File: config.mk
export PLATFORM = sky130hd
export DESIGN_NAME = led_period_ctrl
export DESIGN_NICKNAME = d
export VERILOG_FILES = /design/src/rtl/led_ctrl_pkg.sv /design/src/rtl/btn_debounce.sv /design/src/rtl/led_period_ctrl.sv
export SDC_FILE = /design/constraint.sdc
export NUM_CORES = 1
export LEC_CHECK = 0
export BUFFER_PORTS_ARGS = -buffer_cell sky130_fd_sc_hd__buf_4
export CAP_MARGIN = 20
export CORE_ASPECT_RATIO = 0.9
export CORE_MARGIN = 3
export CORE_UTILIZATION = 44
export DETAILED_ROUTE_END_ITERATION = 8
export HOLD_SLACK_MARGIN = 0.02
export PLACE_DENSITY = 0.69
export SLEW_MARGIN = 20
export SYNTH_ARGS = -nofsm -noshare
export SYNTH_HDL_FRONTEND = slang
export SYNTH_HIERARCHICAL = 1
export SYNTH_SLANG_ARGS = --single-unit
File: constraint.sdc
create_clock -name clk -period 2.6 [get_ports clk]
set_input_delay 0.13 -clock clk [delete_from_list [all_inputs] [get_ports clk]]
set_output_delay 0.13 -clock clk [all_outputs]
set_load 0.01 [all_outputs]
File: src/rtl/led_ctrl_pkg.sv
// Shared definitions for the LED period controller and the blinker.
// Holds the debounce FSM state encoding, the default period limits that
// the blinker also relies on, and a helper that sizes the debounce counter.
package led_ctrl_pkg;

   // Default period limits, kept in one place so the blinker agrees with us
   localparam int unsigned DEF_PERIOD_W        = 8;
   localparam int unsigned DEF_MIN_PERIOD      = 1;
   localparam int unsigned DEF_MAX_PERIOD      = 141;
   localparam int unsigned DEF_INIT_PERIOD     = 10;
   localparam int unsigned DEF_DEBOUNCE_CYCLES = 4;

   // Debounce FSM state encoding (plain constants so older tools accept them)
   typedef logic [1:0] db_state_t;
   localparam db_state_t DB_IDLE       = 2'd0;
   localparam db_state_t DB_PRESS_WAIT = 2'd1;
   localparam db_state_t DB_HELD       = 2'd2;
   localparam db_state_t DB_REL_WAIT   = 2'd3;

   // Counter width able to hold the value n itself (n >= 1)
   function automatic int unsigned cnt_width(input int unsigned n);
      int unsigned w;
      w = $clog2(n + 1);
      if (w < 1) begin
         w = 1;
      end
      return w;
   endfunction

endpackage

File: src/rtl/btn_debounce.sv
// Per-button front end: two-flop synchroniser followed by a debounce FSM.
// A level is only accepted after DEBOUNCE_CYCLES consecutive identical
// synchronised samples. Each accepted press produces one registered
// single-cycle press_evt_o; holding the button never repeats the event.
module btn_debounce
   import led_ctrl_pkg::*;
#(
   parameter int unsigned DEBOUNCE_CYCLES = DEF_DEBOUNCE_CYCLES
)
(
   input  logic clk,
   input  logic reset_n,
   input  logic btn_i,
   output logic press_evt_o
);

   localparam int unsigned       CNT_W  = cnt_width(DEBOUNCE_CYCLES);
   localparam logic [CNT_W-1:0]  DC_VAL = CNT_W'(DEBOUNCE_CYCLES);

   logic [1:0]       sync_q;
   logic             btnSync;
   db_state_t        state_q, state_d;
   logic [CNT_W-1:0] cnt_q, cnt_d;
   logic [CNT_W-1:0] cntInc;
   logic             evt_q, evt_d;

   // Two-flop synchroniser; the raw button is asynchronous to clk
   always_ff @(posedge clk or negedge reset_n) begin
      if (!reset_n) begin
         sync_q <= 2'b00;
      end else begin
         sync_q <= {sync_q[0], btn_i};
      end
   end

   assign btnSync = sync_q[1];

   // The count always holds "samples accepted so far", so the sample taken
   // on this edge makes it cntInc; IDLE and HELD keep the count at zero, which
   // lets them share the waiting-state logic with PRESS_WAIT and REL_WAIT
   assign cntInc = cnt_q + CNT_W'(1);

   // Debounce FSM: wait for a stable press, report it once, wait for a stable release
   always_comb begin
      state_d = state_q;
      cnt_d   = cnt_q;
      evt_d   = 1'b0;
      case (state_q)
         DB_IDLE, DB_PRESS_WAIT: begin
            if (!btnSync) begin
               state_d = DB_IDLE;
               cnt_d   = '0;
            end else if (cntInc == DC_VAL) begin
               state_d = DB_HELD;
               cnt_d   = '0;
               evt_d   = 1'b1;
            end else begin
               state_d = DB_PRESS_WAIT;
               cnt_d   = cntInc;
            end
         end
         DB_HELD, DB_REL_WAIT: begin
            if (btnSync) begin
               state_d = DB_HELD;
               cnt_d   = '0;
            end else if (cntInc == DC_VAL) begin
               state_d = DB_IDLE;
               cnt_d   = '0;
            end else begin
               state_d = DB_REL_WAIT;
               cnt_d   = cntInc;
            end
         end
         default: begin
            state_d = DB_IDLE;
            cnt_d   = '0;
         end
      endcase
   end

   // FSM state, stability counter and the registered press event
   always_ff @(posedge clk or negedge reset_n) begin
      if (!reset_n) begin
         state_q <= DB_IDLE;
         cnt_q   <= '0;
         evt_q   <= 1'b0;
      end else begin
         state_q <= state_d;
         cnt_q   <= cnt_d;
         evt_q   <= evt_d;
      end
   end

   assign press_evt_o = evt_q;

endmodule

File: src/rtl/led_period_ctrl.sv
// Upstream stage of the LED blinker. Two debounced push-buttons step the
// blink period up or down by one within [MIN_PERIOD, MAX_PERIOD]. Every
// period change produces a one-cycle period_update pulse, mirrored on
// blink_restart so the blinker restarts its count with the new period.
// blink_restart is also held high through reset and the first edge after it.
// Build option: define PERIOD_WRAP_EN to wrap around at the limits
// (MAX -> MIN on up, MIN -> MAX on down) instead of saturating.
module led_period_ctrl
   import led_ctrl_pkg::*;
#(
   parameter int unsigned PERIOD_W        = DEF_PERIOD_W,
   parameter int unsigned MIN_PERIOD      = DEF_MIN_PERIOD,
   parameter int unsigned MAX_PERIOD      = DEF_MAX_PERIOD,
   parameter int unsigned INIT_PERIOD     = DEF_INIT_PERIOD,
   parameter int unsigned DEBOUNCE_CYCLES = DEF_DEBOUNCE_CYCLES
)
(
   input  logic                clk,
   input  logic                reset_n,
   input  logic                btn_up,
   input  logic                btn_down,
   output logic [PERIOD_W-1:0] period,
   output logic                period_update,
   output logic                blink_restart
);

   // One extra bit so +1 at the top of the range cannot silently overflow
   localparam int unsigned         EXT_W  = PERIOD_W + 1;
   localparam logic [EXT_W-1:0]    MIN_X  = EXT_W'(MIN_PERIOD);
   localparam logic [EXT_W-1:0]    MAX_X  = EXT_W'(MAX_PERIOD);
   localparam logic [PERIOD_W-1:0] INIT_P = PERIOD_W'(INIT_PERIOD);

   logic                upEvt, downEvt;
   logic [PERIOD_W-1:0] period_q, period_d;
   logic                upd_q, upd_d;
   logic                restart_q;
   logic [EXT_W-1:0]    periodExt, incVal, decVal;

   btn_debounce #(
      .DEBOUNCE_CYCLES (DEBOUNCE_CYCLES)
   ) u_debounce_up (
      .clk         (clk),
      .reset_n     (reset_n),
      .btn_i       (btn_up),
      .press_evt_o (upEvt)
   );

   btn_debounce #(
      .DEBOUNCE_CYCLES (DEBOUNCE_CYCLES)
   ) u_debounce_down (
      .clk         (clk),
      .reset_n     (reset_n),
      .btn_i       (btn_down),
      .press_evt_o (downEvt)
   );

   // Next period: step on a lone up/down event, saturate or wrap at the limits;
   // simultaneous up and down cancel each other
   always_comb begin
      periodExt = {1'b0, period_q};
      incVal    = periodExt + EXT_W'(1);
      decVal    = periodExt - EXT_W'(1);
      period_d  = period_q;
      upd_d     = 1'b0;
      if (upEvt && !downEvt) begin
         if (incVal > MAX_X) begin
`ifdef PERIOD_WRAP_EN
            period_d = MIN_X[PERIOD_W-1:0];
            upd_d    = 1'b1;
`else
            period_d = period_q;
            upd_d    = 1'b0;
`endif
         end else begin
            period_d = incVal[PERIOD_W-1:0];
            upd_d    = 1'b1;
         end
      end else if (downEvt && !upEvt) begin
         if (decVal[PERIOD_W] || (decVal < MIN_X)) begin
`ifdef PERIOD_WRAP_EN
            period_d = MAX_X[PERIOD_W-1:0];
            upd_d    = 1'b1;
`else
            period_d = period_q;
            upd_d    = 1'b0;
`endif
         end else begin
            period_d = decVal[PERIOD_W-1:0];
            upd_d    = 1'b1;
         end
      end
   end

   // Period register plus the update/restart pulses; restart starts high so the
   // blinker sees a restart on the first edge after reset is released
   always_ff @(posedge clk or negedge reset_n) begin
      if (!reset_n) begin
         period_q  <= INIT_P;
         upd_q     <= 1'b0;
         restart_q <= 1'b1;
      end else begin
         period_q  <= period_d;
         upd_q     <= upd_d;
         restart_q <= upd_d;
      end
   end

   assign period        = period_q;
   assign period_update = upd_q;
   assign blink_restart = restart_q;

endmodule

==> metrics <==
status finished clean; leakage power between 0.0006 and 0.0007 uW; largest area contributor in the netlist dfrtp_1; Worst Max-Slew Pin Slew 0.432 ns; Syn. warnings 6; arrival time at the worst endpoint ~2.6 ns; post-placement cell count between 150 and 200; CTS Sinks 24; I/O pin total 14; Top Metal Used met4; GP Congestion 0.889; nets approximately 150; Hold Path Class in2async; initial drt markers about 80; share of the synthesized area in the top cell type between 30% and 40%; top cells by count, synth dfrtp_1 (21), ha_1 (9), xor2_1 (8); syn_nets ~140; worst rel slew slack 70.4%; top-count cell post-synth dfrtp_1; final hold viol count 0; # rows 18; met3 routed WL roughly 140 um; Synth area leaders dfrtp_1 (37%), ha_1 (8.0%), dfstp_2 (5.6%), xor2_1 (5.0%), xnor2_1 (3.1%); register area share after synthesis a little over two fifths; Initial Util approximately half; fin crit share between 90 and 100%; asr flop ratio synth 100%; Clock Pin Slew Worst Setup and Hold Paths roughly 0.12 ns; fin. max-slew vios 0; RSZ-0062 raised after global routing false; Max Root-Sink Buffers 2; VDD IR max roughly 0.36 mV; layout cells sized above 1 a little under a quarter; TritonCTS clock tree built; EDFF count, synth 0; Post-Route M1 WL 1170 um; clock skew roughly 0.0023 ns; Routed Antenna Nets 0; critical-path maximum fanout 7; Die Area just under 0.004 sq mm; number of global-route vias before repair between 900 and 1000; MaxCap Viol Count 0; met2 routed WL roughly 1200 um; Final Setup Violations 0; grt ovf 0; global-route wire length before repair about 4300 um; CTS Buf Count 3; clock insertion delay at the later pin of the skew report 0.31 ns; Root Driver clkbuf_4; Remaining DRCs 0; Crit. End Element register; Die W 65.6 um; startpoint types register; Cells after Synth around 130; Die Height between 50 and 60 um; largest net degree at the start of global routing 25; I/O Buffers 13; Mapped Area 0.00141 sq mm; Layout area overhead 12.5%; Yosys reg bits 24; Fill cells between 200 and 300; Avg Cell Area, Syn approximately 11 sq um; postcts setup bufs 0; highest clock rate a little over 0.4 GHz; core area 0.00291 sq mm; htree depth 1; minimum hold slack between 0.2 and 0.25 ns; Setup CP Type reg2reg; TritonRoute pass-1 iters 4; Final min period approximately 2.4 ns; post-synthesis cell type count between 40 and 50; Synth Flop Type dfrtp_1; pwr/cell area between 700 and 800 mW/mm^2; Avg Vias per Cell between 5 and 6; ant diodes 0; WL final between 2000 and 3000 um; drt wl/cell 14.2 um; Post-Layout Cell Count 180; data required time of the critical path 2.81 ns; dpl hpwl 1780 um; setup TNS 0 ns; placed cell areas approximately 0.0015 sq mm; cell area after layout between 0.0015 and 0.002 sq mm; initial antenna violation count 0; total track usage 14.0%; total number of vias 1004
metrics by stage:
stage,power (uW),util [%],worst slack [ns]
after floorplan,860,-,0.370
after global placement,935,51.8,0.311
after detailed placement,950,51.8,0.203
after CTS,1120,53.7,0.173
after global routing,1210,54.4,0.0156
final,1120,54.4,0.179
kinds of logic (layout without fill, tap and decap cells):
| kind of cell | after synthesis | after routing | share of synthesized area, % |
|---|---|---|---|
| compound gates | 23 | 24 | 13.7 |
| buf+inv | 15 | 26 | 5.34 |
| mux | 5 | 5 | 4.27 |
| xor+xnor | 13 | 13 | 8.10 |
| simple gates | 39 | 39 | 17.6 |
| flops | 24 | 24 | 43.0 |
| fa+ha+maj | 9 | 9 | 8.01 |
metal layers:
metal	up-vias	global-route usage (%)
met5	-	0
met4	0	2.07
met3	2	4.55
met2	27	22.5
met1	492	18.9
li1	483	-
worst paths after layout:
path                                              to  slack [ns]                       from  cells past startpoint
setup / recovery                           period[7]        0.18                  period[1]                      7
hold / removal                u_debounce_up/cnt_q[2]        0.23                    reset_n                      2
setup reg to reg                           period[7]        0.18                  period[1]                      7
hold reg to reg            u_debounce_down/sync_q[1]        0.36  u_debounce_down/sync_q[0]                      0
max in group asynchronous                  period[1]        2.08                    reset_n                      2
min in group clk           u_debounce_down/sync_q[1]        0.36  u_debounce_down/sync_q[0]                      0
final cells by class:
| class | instances | area (sq um) | area share (%) |
|---|---|---|---|
| multi-input cells | 90 | 747 | 47.2 |
| clock buffers | 4 | 26.3 | 1.66 |
| flip-flops and latches | 24 | 604 | 38.2 |
| inverters | 5 | 18.8 | 1.19 |
| repair buffers | 17 | 135 | 8.54 |
| well taps | 40 | 50.0 | 3.16 |
critical path: stages (launching register included):
cell	delay, ns
dfstp_2	0.61
inv_1	0.09
ha_1	0.34
o22ai_1	0.09
a2111o_1	0.46
a41oi_4	0.36
a21oi_2	0.09
a211o_1	0.27
registers in the layout, summed over array words and instances, names as in the netlist:
| signal | cells |
|---|---|
| period_update | 1 |
| u_debounce_down/sync_q | 2 |
| u_debounce_up/state_q | 1 |
| u_debounce_down/state_q | 1 |
| blink_restart | 1 |
| period | 8 |
| u_debounce_down/cnt_q | 3 |
| u_debounce_up/sync_q | 2 |
| u_debounce_up/cnt_q | 3 |
| u_debounce_down/press_evt_o | 1 |
| u_debounce_up/press_evt_o | 1 |
report_power, final:
part / leakage (uW) / internal (uW) / switching [uW]
sequential: 0.000309 / 444 / 83.1
combinational: 0.000373 / 203 / 228
clock: 0.0000150 / 59.8 / 105
cells in the final DEF (no fill, tap or decap), drive strengths merged, types with 4 or more instances in the layout:
| master | netlist | routed |
|---|---|---|
| dfrtp | 21 | 21 |
| buf | 5 | 14 |
| ha | 9 | 9 |
| xor2 | 8 | 8 |
| inv | 5 | 5 |
| nand2 | 5 | 5 |
| nor2 | 5 | 5 |
| nand3 | 5 | 5 |
| xnor2 | 5 | 5 |
| a21oi | 5 | 5 |
| a211oi | 4 | 4 |
| nor3b | 4 | 4 |
| clkbuf | 5 | 4 |
what timing repair did:
| action | 4_1_cts | 5_1_grt |
|---|---|---|
| gates resized for setup | 0 | 2 |
| endpoints found under the hold margin | 26 | 0 |
| hold buffers | 3 | 0 |
| setup endpoints to repair | 0 | 3 |
(Power assumes the default switching activity.)
